--- config.mk ---
export PLATFORM = sky130hd
export DESIGN_NAME = baud_gen_frac
export DESIGN_NICKNAME = d
export VERILOG_FILES = /design/src/rtl/baud_pkg.sv /design/src/rtl/baud_frac_counter.sv /design/src/rtl/baud_gen_frac.sv
export SDC_FILE = /design/constraint.sdc
export NUM_CORES = 1
export LEC_CHECK = 0
export BUFFER_PORTS_ARGS = -buffer_cell sky130_fd_sc_hd__buf_2
export CAP_MARGIN = 10
export CORE_MARGIN = 1
export CORE_UTILIZATION = 30
export DETAILED_ROUTE_END_ITERATION = 16
export PLACE_DENSITY_LB_ADDON = 0.15
export SLEW_MARGIN = 5
export SYNTH_ARGS = -nofsm -noshare
export SYNTH_HDL_FRONTEND = slang
export SYNTH_SLANG_ARGS = --single-unit
--- constraint.sdc ---
create_clock -name clk -period 12.3 [get_ports clk]
set_input_delay 0.615 -clock clk [delete_from_list [all_inputs] [get_ports clk]]
set_output_delay 0.615 -clock clk [all_outputs]
set_load 0.05 [all_outputs]
--- src/rtl/baud_pkg.sv ---
// Shared widths, divisor type and the default-divisor helper for the fractional baud generator.
package baud_pkg;

  localparam int BAUD_DIV_W  = 16;
  localparam int BAUD_FRAC_W = 4;

  typedef struct packed {
    logic [BAUD_DIV_W-1:0]  div_int;
    logic [BAUD_FRAC_W-1:0] div_frac;
  } div_t;

  // Fixed-point divisor in 1/2**BAUD_FRAC_W clk units, rounded to nearest.
  function automatic div_t calc_div(input longint clk_freq, input longint baud_rate,
                                    input longint oversample);
    longint den;
    longint fx;
    div_t   d;
    den        = baud_rate * oversample;
    fx         = (clk_freq * (longint'(1) << BAUD_FRAC_W) + den / 2) / den;
    d.div_int  = BAUD_DIV_W'(fx >> BAUD_FRAC_W);
    d.div_frac = BAUD_FRAC_W'(fx);
    return d;
  endfunction

endpackage

--- src/rtl/baud_frac_counter.sv ---
// Oversample period counter with fractional accumulator; tc_o marks the terminal-count cycle,
// os_tick_o is the registered pulse one cycle later.
module baud_frac_counter #(
  parameter int DIV_W  = 16,
  parameter int FRAC_W = 4
) (
  input  logic              clk,
  input  logic              rst_n,
  input  logic              enable_i,
  input  logic              restart_i,
  input  logic [DIV_W-1:0]  div_int_i,
  input  logic [FRAC_W-1:0] div_frac_i,
  output logic              tc_o,
  output logic              os_tick_o
);

  logic [DIV_W:0]    cnt_q, cnt_d;
  logic [FRAC_W-1:0] acc_q, acc_d;
  logic              os_tick_q, os_tick_d;
  logic [FRAC_W:0]   sum;
  logic [DIV_W-1:0]  int_eff;
  logic [DIV_W:0]    period;
  logic [DIV_W:0]    period_m1;

  // acc only moves at terminal count, so the period stays fixed while it runs
  always_comb begin
    int_eff   = (div_int_i < DIV_W'(2)) ? DIV_W'(2) : div_int_i;
    sum       = {1'b0, acc_q} + {1'b0, div_frac_i};
    period    = {1'b0, int_eff} + {{DIV_W{1'b0}}, sum[FRAC_W]};
    period_m1 = period - (DIV_W+1)'(1);
    tc_o      = enable_i && !restart_i && (cnt_q == period_m1);

    cnt_d     = cnt_q;
    acc_d     = acc_q;
    os_tick_d = 1'b0;
    if (restart_i) begin
      cnt_d = '0;
      acc_d = '0;
    end else if (tc_o) begin
      cnt_d     = '0;
      acc_d     = sum[FRAC_W-1:0];
      os_tick_d = 1'b1;
    end else if (enable_i) begin
      cnt_d = cnt_q + (DIV_W+1)'(1);
    end
  end

  always_ff @(posedge clk or negedge rst_n) begin
    if (!rst_n) begin
      cnt_q     <= '0;
      acc_q     <= '0;
      os_tick_q <= 1'b0;
    end else begin
      cnt_q     <= cnt_d;
      acc_q     <= acc_d;
      os_tick_q <= os_tick_d;
    end
  end

  assign os_tick_o = os_tick_q;

endmodule

--- src/rtl/baud_gen_frac.sv ---
// Fractional-divisor baud tick generator: config shadow/apply handshake, bit phase counter,
// mid-bit and bit ticks around the period counter.
module baud_gen_frac
  import baud_pkg::*;
#(
  parameter int CLK_FREQ   = 50_000_000,
  parameter int BAUD_RATE  = 9600,
  parameter int OVERSAMPLE = 16,
  parameter int DIV_W      = BAUD_DIV_W,
  parameter int FRAC_W     = BAUD_FRAC_W
) (
  input  logic              clk,
  input  logic              rst_n,
  input  logic              enable_i,
  input  logic              restart_i,
  input  logic              cfg_wr_i,
  input  logic [DIV_W-1:0]  cfg_div_int_i,
  input  logic [FRAC_W-1:0] cfg_div_frac_i,
  output logic              cfg_pending_o,
  output logic              os_tick_o,
  output logic              mid_tick_o,
  output logic              baud_tick_o
);

  localparam div_t              DEFAULT_DIV = calc_div(CLK_FREQ, BAUD_RATE, OVERSAMPLE);
  localparam logic [DIV_W-1:0]  DEF_INT     = DIV_W'(DEFAULT_DIV.div_int);
  localparam logic [FRAC_W-1:0] DEF_FRAC    = FRAC_W'(DEFAULT_DIV.div_frac);
  localparam int                PH_W        = $clog2(OVERSAMPLE);

  if ((OVERSAMPLE % 2) != 0 || OVERSAMPLE < 4) begin : g_bad_os
    $error("baud_gen_frac: OVERSAMPLE must be even and >= 4");
  end
  if (DEFAULT_DIV.div_int < 2) begin : g_bad_div
    $error("baud_gen_frac: default divisor integer part below 2");
  end

  logic [DIV_W-1:0]  div_int_q, div_int_d, shd_int_q, shd_int_d, new_int;
  logic [FRAC_W-1:0] div_frac_q, div_frac_d, shd_frac_q, shd_frac_d, new_frac;
  logic              pending_q, pending_d;
  logic [PH_W-1:0]   phase_q, phase_d;
  logic              mid_q, mid_d, baud_q, baud_d;
  logic              tc;
  logic              os_tick;

  baud_frac_counter #(.DIV_W(DIV_W), .FRAC_W(FRAC_W)) u_cnt (
    .clk        (clk),
    .rst_n      (rst_n),
    .enable_i   (enable_i),
    .restart_i  (restart_i),
    .div_int_i  (div_int_q),
    .div_frac_i (div_frac_q),
    .tc_o       (tc),
    .os_tick_o  (os_tick)
  );

  // A fresh write takes priority over an older pending shadow value
  always_comb begin
    new_int    = cfg_wr_i ? cfg_div_int_i  : shd_int_q;
    new_frac   = cfg_wr_i ? cfg_div_frac_i : shd_frac_q;
    div_int_d  = div_int_q;
    div_frac_d = div_frac_q;
    shd_int_d  = shd_int_q;
    shd_frac_d = shd_frac_q;
    pending_d  = pending_q;
    if ((cfg_wr_i || pending_q) && (tc || !enable_i || restart_i)) begin
      div_int_d  = new_int;
      div_frac_d = new_frac;
      pending_d  = 1'b0;
    end else if (cfg_wr_i) begin
      shd_int_d  = cfg_div_int_i;
      shd_frac_d = cfg_div_frac_i;
      pending_d  = 1'b1;
    end

    phase_d = phase_q;
    if (restart_i) begin
      phase_d = '0;
    end else if (tc) begin
      phase_d = (phase_q == PH_W'(OVERSAMPLE-1)) ? '0 : phase_q + PH_W'(1);
    end
    mid_d  = tc && (phase_q == PH_W'(OVERSAMPLE/2-1));
    baud_d = tc && (phase_q == PH_W'(OVERSAMPLE-1));
  end

  always_ff @(posedge clk or negedge rst_n) begin
    if (!rst_n) begin
      div_int_q  <= DEF_INT;
      div_frac_q <= DEF_FRAC;
      shd_int_q  <= DEF_INT;
      shd_frac_q <= DEF_FRAC;
      pending_q  <= 1'b0;
      phase_q    <= '0;
      mid_q      <= 1'b0;
      baud_q     <= 1'b0;
    end else begin
      div_int_q  <= div_int_d;
      div_frac_q <= div_frac_d;
      shd_int_q  <= shd_int_d;
      shd_frac_q <= shd_frac_d;
      pending_q  <= pending_d;
      phase_q    <= phase_d;
      mid_q      <= mid_d;
      baud_q     <= baud_d;
    end
  end

  assign cfg_pending_o = pending_q;
  assign os_tick_o     = os_tick;
  assign mid_tick_o    = mid_q;
  assign baud_tick_o   = baud_q;

endmodule

==> results.cfg, run 1 <==
[power_and_ir_drop]
ir_drop_uv = 59.5
switching_share = 0.261
sequentialPowerShare = 0.445
power.leakage_uw = 0.00199
p_total_uw = 617
power.switching_uw = 161
pwr-share-comb = 0.141
clock_power_share = 0.413
powerDensity_nw_per_um2 = 135
p_int_uw = 456

[floorplan]
die_y_um = 118
ioPinCount = 29
rows = 42
fp.dieArea_um2 = 13900
fp.coreArea_um2 = 13200
start_util = 0.306
chipWidth_um = 118

[synthesis]
synth_edf_count = 0
syn_nets = 445
synth_cell_types = 56
synth_cells = 411
synthFlopType = dfrtp_1
ys_async_sr_fraction = 1.00
synth_seq_area_share = 0.431
syn_area_um2 = 4040
synth_warnings = 0
avgSynthCellArea_um2 = 9.82
ys_ff_latch = 69

[global_route]
gr-total-overflow = 0
grt_pass1_vias = 3124
grt_max_degree = 70
grt_pass1_wl_um = 16200
antenna_found_initial = 0
grt_usage = 0.148

[place]
io_buffers = 28
dp_cells = 590
dp_hpwl_um = 6480
place_congestion = 0.866

[worst_setup_path]
cp_num_buf_inv = 1
reg2reg_depth = 14
path_delay_family = simple AND/OR/NAND/NOR gates
crit_required_ns = 12.51
crit_path_top_delay_cell = nand2_1
slowest_delay_ns = 0.69
path_class = register to register
worstSetupStartpointType = register
reg2reg_slack_ns = 7.18
cp_common_cell = ha_1
cp_cell_sequence = nor4_2 > nand4_1 > o31ai_1 > ha_1 > ha_1 > or3b_2 > nor3_2 > a31oi_1 > a2111oi_2 > o2111a_2 > a211oi_4 > buf_4 > nand2_1 > mux2_2
crit_path_max_fanout = 26
worst_ep_arrival_time_ns = 5.34
end_kind = register
timing.critical_path.depth = 14

[timing]
max_freq_mhz = 195
worstMarginPinSlew_ns = 0.919
rsz0062_at_grt = false
finalClockSkew_ns = 0.00413
relSlewSlack = 0.387
fin_setup_tns_ns = 0
drv_slew = 0
period_share = 0.416
finalHoldViolations = 0
setup_viol = 0
layout_min_cycle_time_ns = 5.12

[layout]
area_growth_pct = 13.3
layout.cells.non_filler = 606
num-fill-cells = 1363
regArea_um2 = 1740
multi_input_area_um2 = 2120
diodes = 0
drive_above_1_share = 0.188
layout.nets = 459
final_util = 0.347

[clocking]
cts_setup_buffers = 0
cts_tree = done
cts-root-buf = clkbuf_16
cts_buffer_depth = 2
cts-buffers-inserted = 9
cts_sinks = 69
clkLatencyLatePin_ns = 0.34
clkTransAtPathRegs_ns = 0.05
cts_resized = 0
hold_buffers = 0
htreeDepth = 3

[route]
first_iter_violations = 165
route.vias.total = 3089
ant_nets = 0
via_per_inst = 5.10
wl_um = 9430
wl_per_cell_um = 15.6
drt-pass1-iter-count = 4
remaining_drc_errors = 0

[flow_run]
cap_violations = 0

[status]
status = complete, no violations

[min_path]
hp-class = input pin to async pin
## worst reg2reg max path, stage by stage, from the launching register on
cell and delay (ns):
dfrtp_1 0.47, nor4_2 0.50, nand4_1 0.32, o31ai_1 0.31, ha_1 0.22, ha_1 0.26
or3b_2 0.49, nor3_2 0.17, a31oi_1 0.13, a2111oi_2 0.36, o2111a_2 0.33, a211oi_4 0.07
buf_4 0.23, nand2_1 0.71, mux2_2 0.43
## registers in the layout, indices dropped and copies added (netlist names)
register / flops
baud_tick_o: 1
cfg_pending_o: 1
div_frac_q: 4
div_int_q: 16
mid_tick_o: 1
phase_q: 4
shd_frac_q: 4
shd_int_q: 16
u_cnt.acc_q: 4
u_cnt.cnt_q: 17
u_cnt.os_tick_o: 1
## cells in the mapped netlist (12+ instances only)
master     instances  share of area
nand2_1           37          0.034
clkbuf_1          21          0.020
and3b_1           16          0.035
nand4_1           13          0.020
inv_1             12          0.011
xnor2_1           13          0.028
a21oi_1           26          0.032
nor2_1            33          0.031
o2bb2ai_1         18          0.039
mux2_2            17          0.047
xor2_1            15          0.033
nor3_1            12          0.015
dfrtp_1           59           0.37
## worst paths after layout
path	start	endpoint
min in group clk	div_frac_q[3]	div_frac_q[3]
setup reg to reg	div_int_q[4]	shd_int_q[9]
hold reg to reg	div_frac_q[3]	div_frac_q[3]
max in group asynchronous	rst_n	u_cnt.cnt_q[8]
setup / recovery	div_int_q[4]	shd_int_q[9]
hold / removal	rst_n	shd_int_q[9]
## cell usage in the layout, fill, tap and decap left out, types with 3 or more instances in the layout
cell       netlist  routed
buf_2            3      28
clkbuf_16        0       9
mux2i_1          8       8
dfstp_2         10      10
o21ai_0          3       3
nand2_1         37      37
o2bb2ai_1       18      18
and3_1           3       3
nand3_1          9       9
xor2_1          15      15
nor2b_1          8       8
nor3_1          12      12
nor4_1           4       4
a211oi_1         3       3
a22oi_1          3       3
nor2_1          33      33
or2_2            3       3
mux2_2          17      17
mux2_1           4       4
dfrtp_1         59      59
a21o_1           6       6
ha_1             8       8
and3b_1         16      16
nand4_1         13      13
a31oi_1          7       7
xnor2_1         13      13
clkbuf_1        21       5
a21oi_1         26      26
inv_1           12      12
## routing by layer
layer  routed length [um]  vias to the layer above  GRT usage
li1                     -                     1507          -
met1                 4540                     1510      0.190
met2                 4370                       57      0.235
met3                  303                       15     0.0368
met4                  223                        0     0.0657
met5                    0                        -          0
## final cells by class
class / count / area share
clock buffer: 15 / 0.0564
inverter: 12 / 0.00985
multi-input combinational: 303 / 0.465
clock inverter: 1 / 0.00657
sequential: 69 / 0.380
timing repair buffer: 30 / 0.0339
tap: 176 / 0.0482
## stage by stage
step	worst slack, ns	hold WS (ns)	cell area, um2
global placement	7.34	0.467	4280
CTS	7.14	0.490	4570
global route	6.73	0.506	4570
finish	7.18	0.481	4570
detailed placement	7.17	0.484	4280
floorplan	8.34	0.319	4040
## cells by family (layout without fill, tap and decap cells)
group	after synthesis	after routing	share of synthesized area
buf+inv	39	58	0.0428
mux	29	29	0.0784
compound gates	80	80	0.143
simple gates	157	157	0.214
fa+ha+maj	9	9	0.0298
flops	69	69	0.431
xor+xnor	28	28	0.0608
## power groups by stage
stage	Combinational [uW]	Sequential (uW)	Clock, uW
after global routing	99.2	278	275
after floorplan	71.6	268	0
after detailed placement	88.0	278	0
after global placement	86.1	278	0
after CTS	88.7	275	263
final	87.3	275	255
(Power assumes the default switching activity.)
==> inputs of run 2 (changes only) <==
==> constraint.sdc (replaced) <==
create_clock -name clk -period 4.99 [get_ports clk]
set_input_delay 0.2495 -clock clk [delete_from_list [all_inputs] [get_ports clk]]
set_output_delay 0.2495 -clock clk [all_outputs]
set_load 0.05 [all_outputs]
==> results.cfg, run 2 (synthesis gave the netlist of run 1 again) <==
[worst_setup_path]
worstSetupStartpointType = register
cp_common_cell = ha_1
worst_ep_arrival_time_ns = 4.78
slowest_delay_ns = 0.49
end_kind = register
crit_path_top_delay_cell = or3b_2
cp_num_buf_inv = 1
cp_cell_sequence = nor3_1 > nand4_1 > o31ai_1 > ha_1 > ha_1 > or3b_2 > nor3_2 > a31oi_1 > a2111oi_2 > o2111a_2 > a211oi_4 > nand2_1 > buf_4 > mux2_1
crit_path_max_fanout = 20
path_delay_family = simple AND/OR/NAND/NOR gates
crit_required_ns = 5.21
path_class = register to register

[timing]
layout_min_cycle_time_ns = 4.56
fin_setup_tns_ns = 0
finalHoldViolations = 0
period_share = 0.913
max_freq_mhz = 219
drv_slew = 0
relSlewSlack = 0.401
worstMarginPinSlew_ns = 0.897
setup_viol = 0
rsz0062_at_grt = false
finalClockSkew_ns = 0.0108

[floorplan]
chipWidth_um = 118
fp.dieArea_um2 = 13900
ioPinCount = 29
start_util = 0.306
rows = 42
die_y_um = 118
fp.coreArea_um2 = 13200

[place]
io_buffers = 28
place_congestion = 0.812
dp_hpwl_um = 6730
dp_cells = 597

[layout]
area_growth_pct = 15.3
layout_commonest_cell = dfrtp_1
largest-register = u_cnt.cnt_q
num-fill-cells = 1322
top_regs = u_cnt.cnt_q: 17 flops, div_int_q: 16 flops, shd_int_q: 16 flops
layout_common_cells = 59 x dfrtp_1, 37 x nand2_1, 33 x nor2_1
layout.cells.non_filler = 615
drive_above_1_share = 0.210
layout.nets = 468
largest_register_ffs = 17
diodes = 0

[status]
status = complete, no violations

[clocking]
htreeDepth = 3
cts_buffer_depth = 2
cts_resized = 0
clkTransAtPathRegs_ns = 0.06
cts-buffers-inserted = 9
clkLatencyLatePin_ns = 0.34
cts_tree = done
cts-root-buf = clkbuf_16
cts_sinks = 69

[flow_run]
cap_violations = 0

[route]
route.vias.total = 3139
drt-pass1-iter-count = 4
remaining_drc_errors = 0
via_per_inst = 5.10
wl_per_cell_um = 15.9
first_iter_violations = 157
wl_um = 9800
ant_nets = 0

[min_path]
hp-class = input pin to register

[power_and_ir_drop]
power.leakage_uw = 0.00204
powerDensity_nw_per_um2 = 333
ir_drop_uv = 186

[global_route]
gr-total-overflow = 0
grt_max_degree = 51
grt_usage = 0.151
antenna_found_initial = 0
grt_pass1_vias = 3207
grt_pass1_wl_um = 16400
[run 2: area by class of cell]
type | instances | area (um2) | share of cell area
repair buffers | 38 | 218 | 0.0468
clock buffers | 12 | 246 | 0.0530
well taps | 176 | 220 | 0.0473
flip-flops and latches | 69 | 1740 | 0.374
clock inverters | 4 | 48.8 | 0.0105
inverters | 12 | 45.0 | 0.00968
multi-input cells | 304 | 2140 | 0.459
[run 2: worst paths after layout]
| check | end | cells after the start | from | slack, ns |
|---|---|---|---|---|
| worst max-delay path | shd_int_q[12] | 14 | div_int_q[14] | 0.43 |
| max in group asynchronous | u_cnt.cnt_q[7] | 3 | rst_n | 3.53 |
| worst min-delay path | shd_frac_q[0] | 2 | cfg_div_frac_i[0] | 0.14 |
| worst max register to register | shd_int_q[12] | 14 | div_int_q[14] | 0.43 |
| worst min register to register | div_int_q[0] | 1 | div_int_q[0] | 0.49 |
| min in group asynchronous | shd_int_q[13] | 2 | rst_n | 0.40 |
[run 2: timing repair]
item / CTS / global route
endpoints found under the hold margin: 15 / 0
hold buffers: 1 / 0
setup endpoints to repair: 0 / 37
setup buffers: 0 / 0
[run 2: routing by layer]
layer  GRT usage  wire [um]  vias up
met4      0.0585        147        0
met3      0.0359        234        9
li1            -          -     1531
met5           0          0        -
met2       0.242       4730       36
met1       0.194       4680     1563
[run 2: worst register-to-register path, cell delays in order (launching register included)]
cell and delay, ns:
dfrtp_1 0.46, nor3_1 0.39, nand4_1 0.28, o31ai_1 0.29
ha_1 0.22, ha_1 0.27, or3b_2 0.50, nor3_2 0.18
a31oi_1 0.14, a2111oi_2 0.38, o2111a_2 0.38, a211oi_4 0.16
nand2_1 0.11, buf_4 0.29, mux2_1 0.38
[run 2: report_power, final]
group          switching (uW)  internal [uW]  total (uW)
clock network             244            400         643
logic                     124            108         232
registers                52.5            623         676
[run 2: metrics by stage]
step | hold WS [ns] | setup WS (ns) | utilization | cell area (um2) | total power, uW
floorplan | -0.0461 | 1.03 | - | 4040 | 837
CTS | 0.127 | 0.219 | 0.352 | 4640 | 1570
finish | 0.142 | 0.434 | 0.353 | 4650 | 1550
detailed placement | 0.244 | 0.222 | 0.329 | 4340 | 915
global placement | 0.231 | 0.288 | 0.329 | 4340 | 910
global route | 0.131 | 0.0751 | 0.353 | 4650 | 1640
==> inputs of run 3 (changes only) <==
--- a/config.mk
+++ b/config.mk
@@ -15,3 +15,4 @@
 export SYNTH_ARGS = -nofsm -noshare
 export SYNTH_HDL_FRONTEND = slang
 export SYNTH_SLANG_ARGS = --single-unit
+export TNS_END_PERCENT = 5
==> constraint.sdc (replaced) <==
create_clock -name clk -period 4.99 [get_ports clk]
set_input_delay 0.998 -clock clk [delete_from_list [all_inputs] [get_ports clk]]
set_output_delay 0.998 -clock clk [all_outputs]
set_load 0.05 [all_outputs]
==> results.cfg, run 3 (synthesis gave the netlist of run 1 again) <==
[status]
status = complete, no violations

[worst_setup_path]
worst_ep_arrival_time_ns = 4.83
slowest_delay_ns = 0.60
worstReg2RegEnd = div_int_q[6]
reg2reg_slack_ns = 0.42
crit_required_ns = 5.26
reg2reg_depth = 13
r2r_start = div_int_q[14]
cp_cell_sequence = nor3_1 > nand4_1 > o31ai_1 > ha_1 > ha_1 > or3b_2 > nor3_2 > xnor2_1 > a31oi_1 > o2111a_2 > a211oi_4 > or2_1 > o2bb2ai_1
cp_common_cell = ha_1
crit_path_top_delay_cell = or2_1
worstSetupStartpointType = register
crit_path_max_fanout = 17
end_kind = register
path_class = register to register

[route]
via_per_inst = 5.07
drt-pass1-iter-count = 5
route.vias.total = 3116
wl_per_cell_um = 15.6
wl_um = 9610
ant_nets = 0
first_iter_violations = 181
remaining_drc_errors = 0

[clocking]
cts-buffers-inserted = 9
cts_setup_buffers = 0
hold_buffers = 0
cts_resized = 0
htreeDepth = 3
clkTransAtPathRegs_ns = 0.06
cts_tree = done
cts-root-buf = clkbuf_16
clkLatencyLatePin_ns = 0.35
cts_buffer_depth = 2
cts_sinks = 69

[layout]
top_regs = u_cnt.cnt_q: 17 flops, div_int_q: 16 flops, shd_int_q: 16 flops
layout.nets = 467
largest_register_ffs = 17
area_growth_pct = 15.2
drive_above_1_share = 0.212
layout_common_cells = 59 x dfrtp_1, 37 x nand2_1, 33 x nor2_1
final_util = 0.353
diodes = 0
largest-register = u_cnt.cnt_q
layout_commonest_cell = dfrtp_1

[timing]
finalHoldViolations = 0
fin_setup_tns_ns = 0
drv_slew = 0
period_share = 0.915
rsz0062_at_grt = false
relSlewSlack = 0.355
worstMarginPinSlew_ns = 0.967
finalClockSkew_ns = 0.00819
hold_ws_ns = 0.486
setup_viol = 0
layout_min_cycle_time_ns = 4.57
max_freq_mhz = 219

[power_and_ir_drop]
clock_power_share = 0.416
switching_share = 0.271
p_int_uw = 1130
powerDensity_nw_per_um2 = 334
power.leakage_uw = 0.00203
pwr-share-comb = 0.149
ir_drop_uv = 213
sequentialPowerShare = 0.435
power.switching_uw = 421
p_total_uw = 1550

[place]
dp_hpwl_um = 6680
io_buffers = 28
place_congestion = 0.772

[floorplan]
ioPinCount = 29
die_y_um = 118
rows = 42
chipWidth_um = 118
fp.dieArea_um2 = 13900
start_util = 0.306
fp.coreArea_um2 = 13200

[flow_run]
cap_violations = 0

[min_path]
whs_endpoint = shd_int_q[11]
hp-class = register to register
hp-start = shd_int_q[11]
min_path_cells = 1

[global_route]
grt_max_degree = 43
grt_usage = 0.149
antenna_found_initial = 0
gr-total-overflow = 0
grt_pass1_wl_um = 16300
grt_pass1_vias = 3140
[run 3: layout make-up]
class                           count  area, um2
Fill cell                        1334       8540
Multi-Input combinational cell    304       2140
Sequential cell                    69       1740
Clock buffer                       11        243
Tap cell                          176        220
Timing Repair Buffer               37        208
Clock inverter                      5       58.8
Inverter                           12       45.0
[run 3: power by group through the flow]
stage               logic, uW  registers [uW]  clock network (uW)
floorplan                 177             661                   0
global placement          227             683                   0
detailed placement        231             685                   0
CTS                       232             675                 667
global route              262             685                 682
finish                    231             675                 646
[run 3: critical path, delay by kind of cell, from the launching register on]
family | cells | cell delay, ns
AO/OA/AOI/OAI | 5 | 1.41
adder cells (fa/ha/maj) | 2 | 0.47
XOR/XNOR | 1 | 0.14
flip-flops | 1 | 0.46
AND/OR/NAND/NOR | 5 | 1.99
[run 3: worst max path at each step]
stage	start	to	slack, ns	cells past startpoint
detailed placement	div_int_q[14]	div_int_q[9]	0.13	13
global route	div_int_q[7]	div_int_q[8]	0.003	13
finish	div_int_q[14]	div_int_q[6]	0.42	13
CTS	div_int_q[14]	div_int_q[9]	0.10	13
floorplan	div_int_q[13]	shd_frac_q[1]	1.03	14
global placement	div_int_q[14]	div_int_q[13]	0.22	13
[run 3: metal layers]
layer / track usage / vias to the layer above / wire length, um
met4: 0.0729 / 0 / 159
met5: 0 / - / 0
met3: 0.0286 / 9 / 233
met2: 0.238 / 43 / 4480
li1: - / 1525 / -
met1: 0.193 / 1539 / 4740
[run 3: stage by stage]
| step | setup WS [ns] | area [um2] | std cells |
|---|---|---|---|
| after floorplan | 1.03 | 4040 | 411 |
| after global placement | 0.222 | 4340 | 597 |
| after detailed placement | 0.130 | 4340 | 597 |
| after CTS | 0.101 | 4640 | 613 |
| after global routing | 0.00266 | 4650 | 614 |
| final | 0.425 | 4650 | 614 |
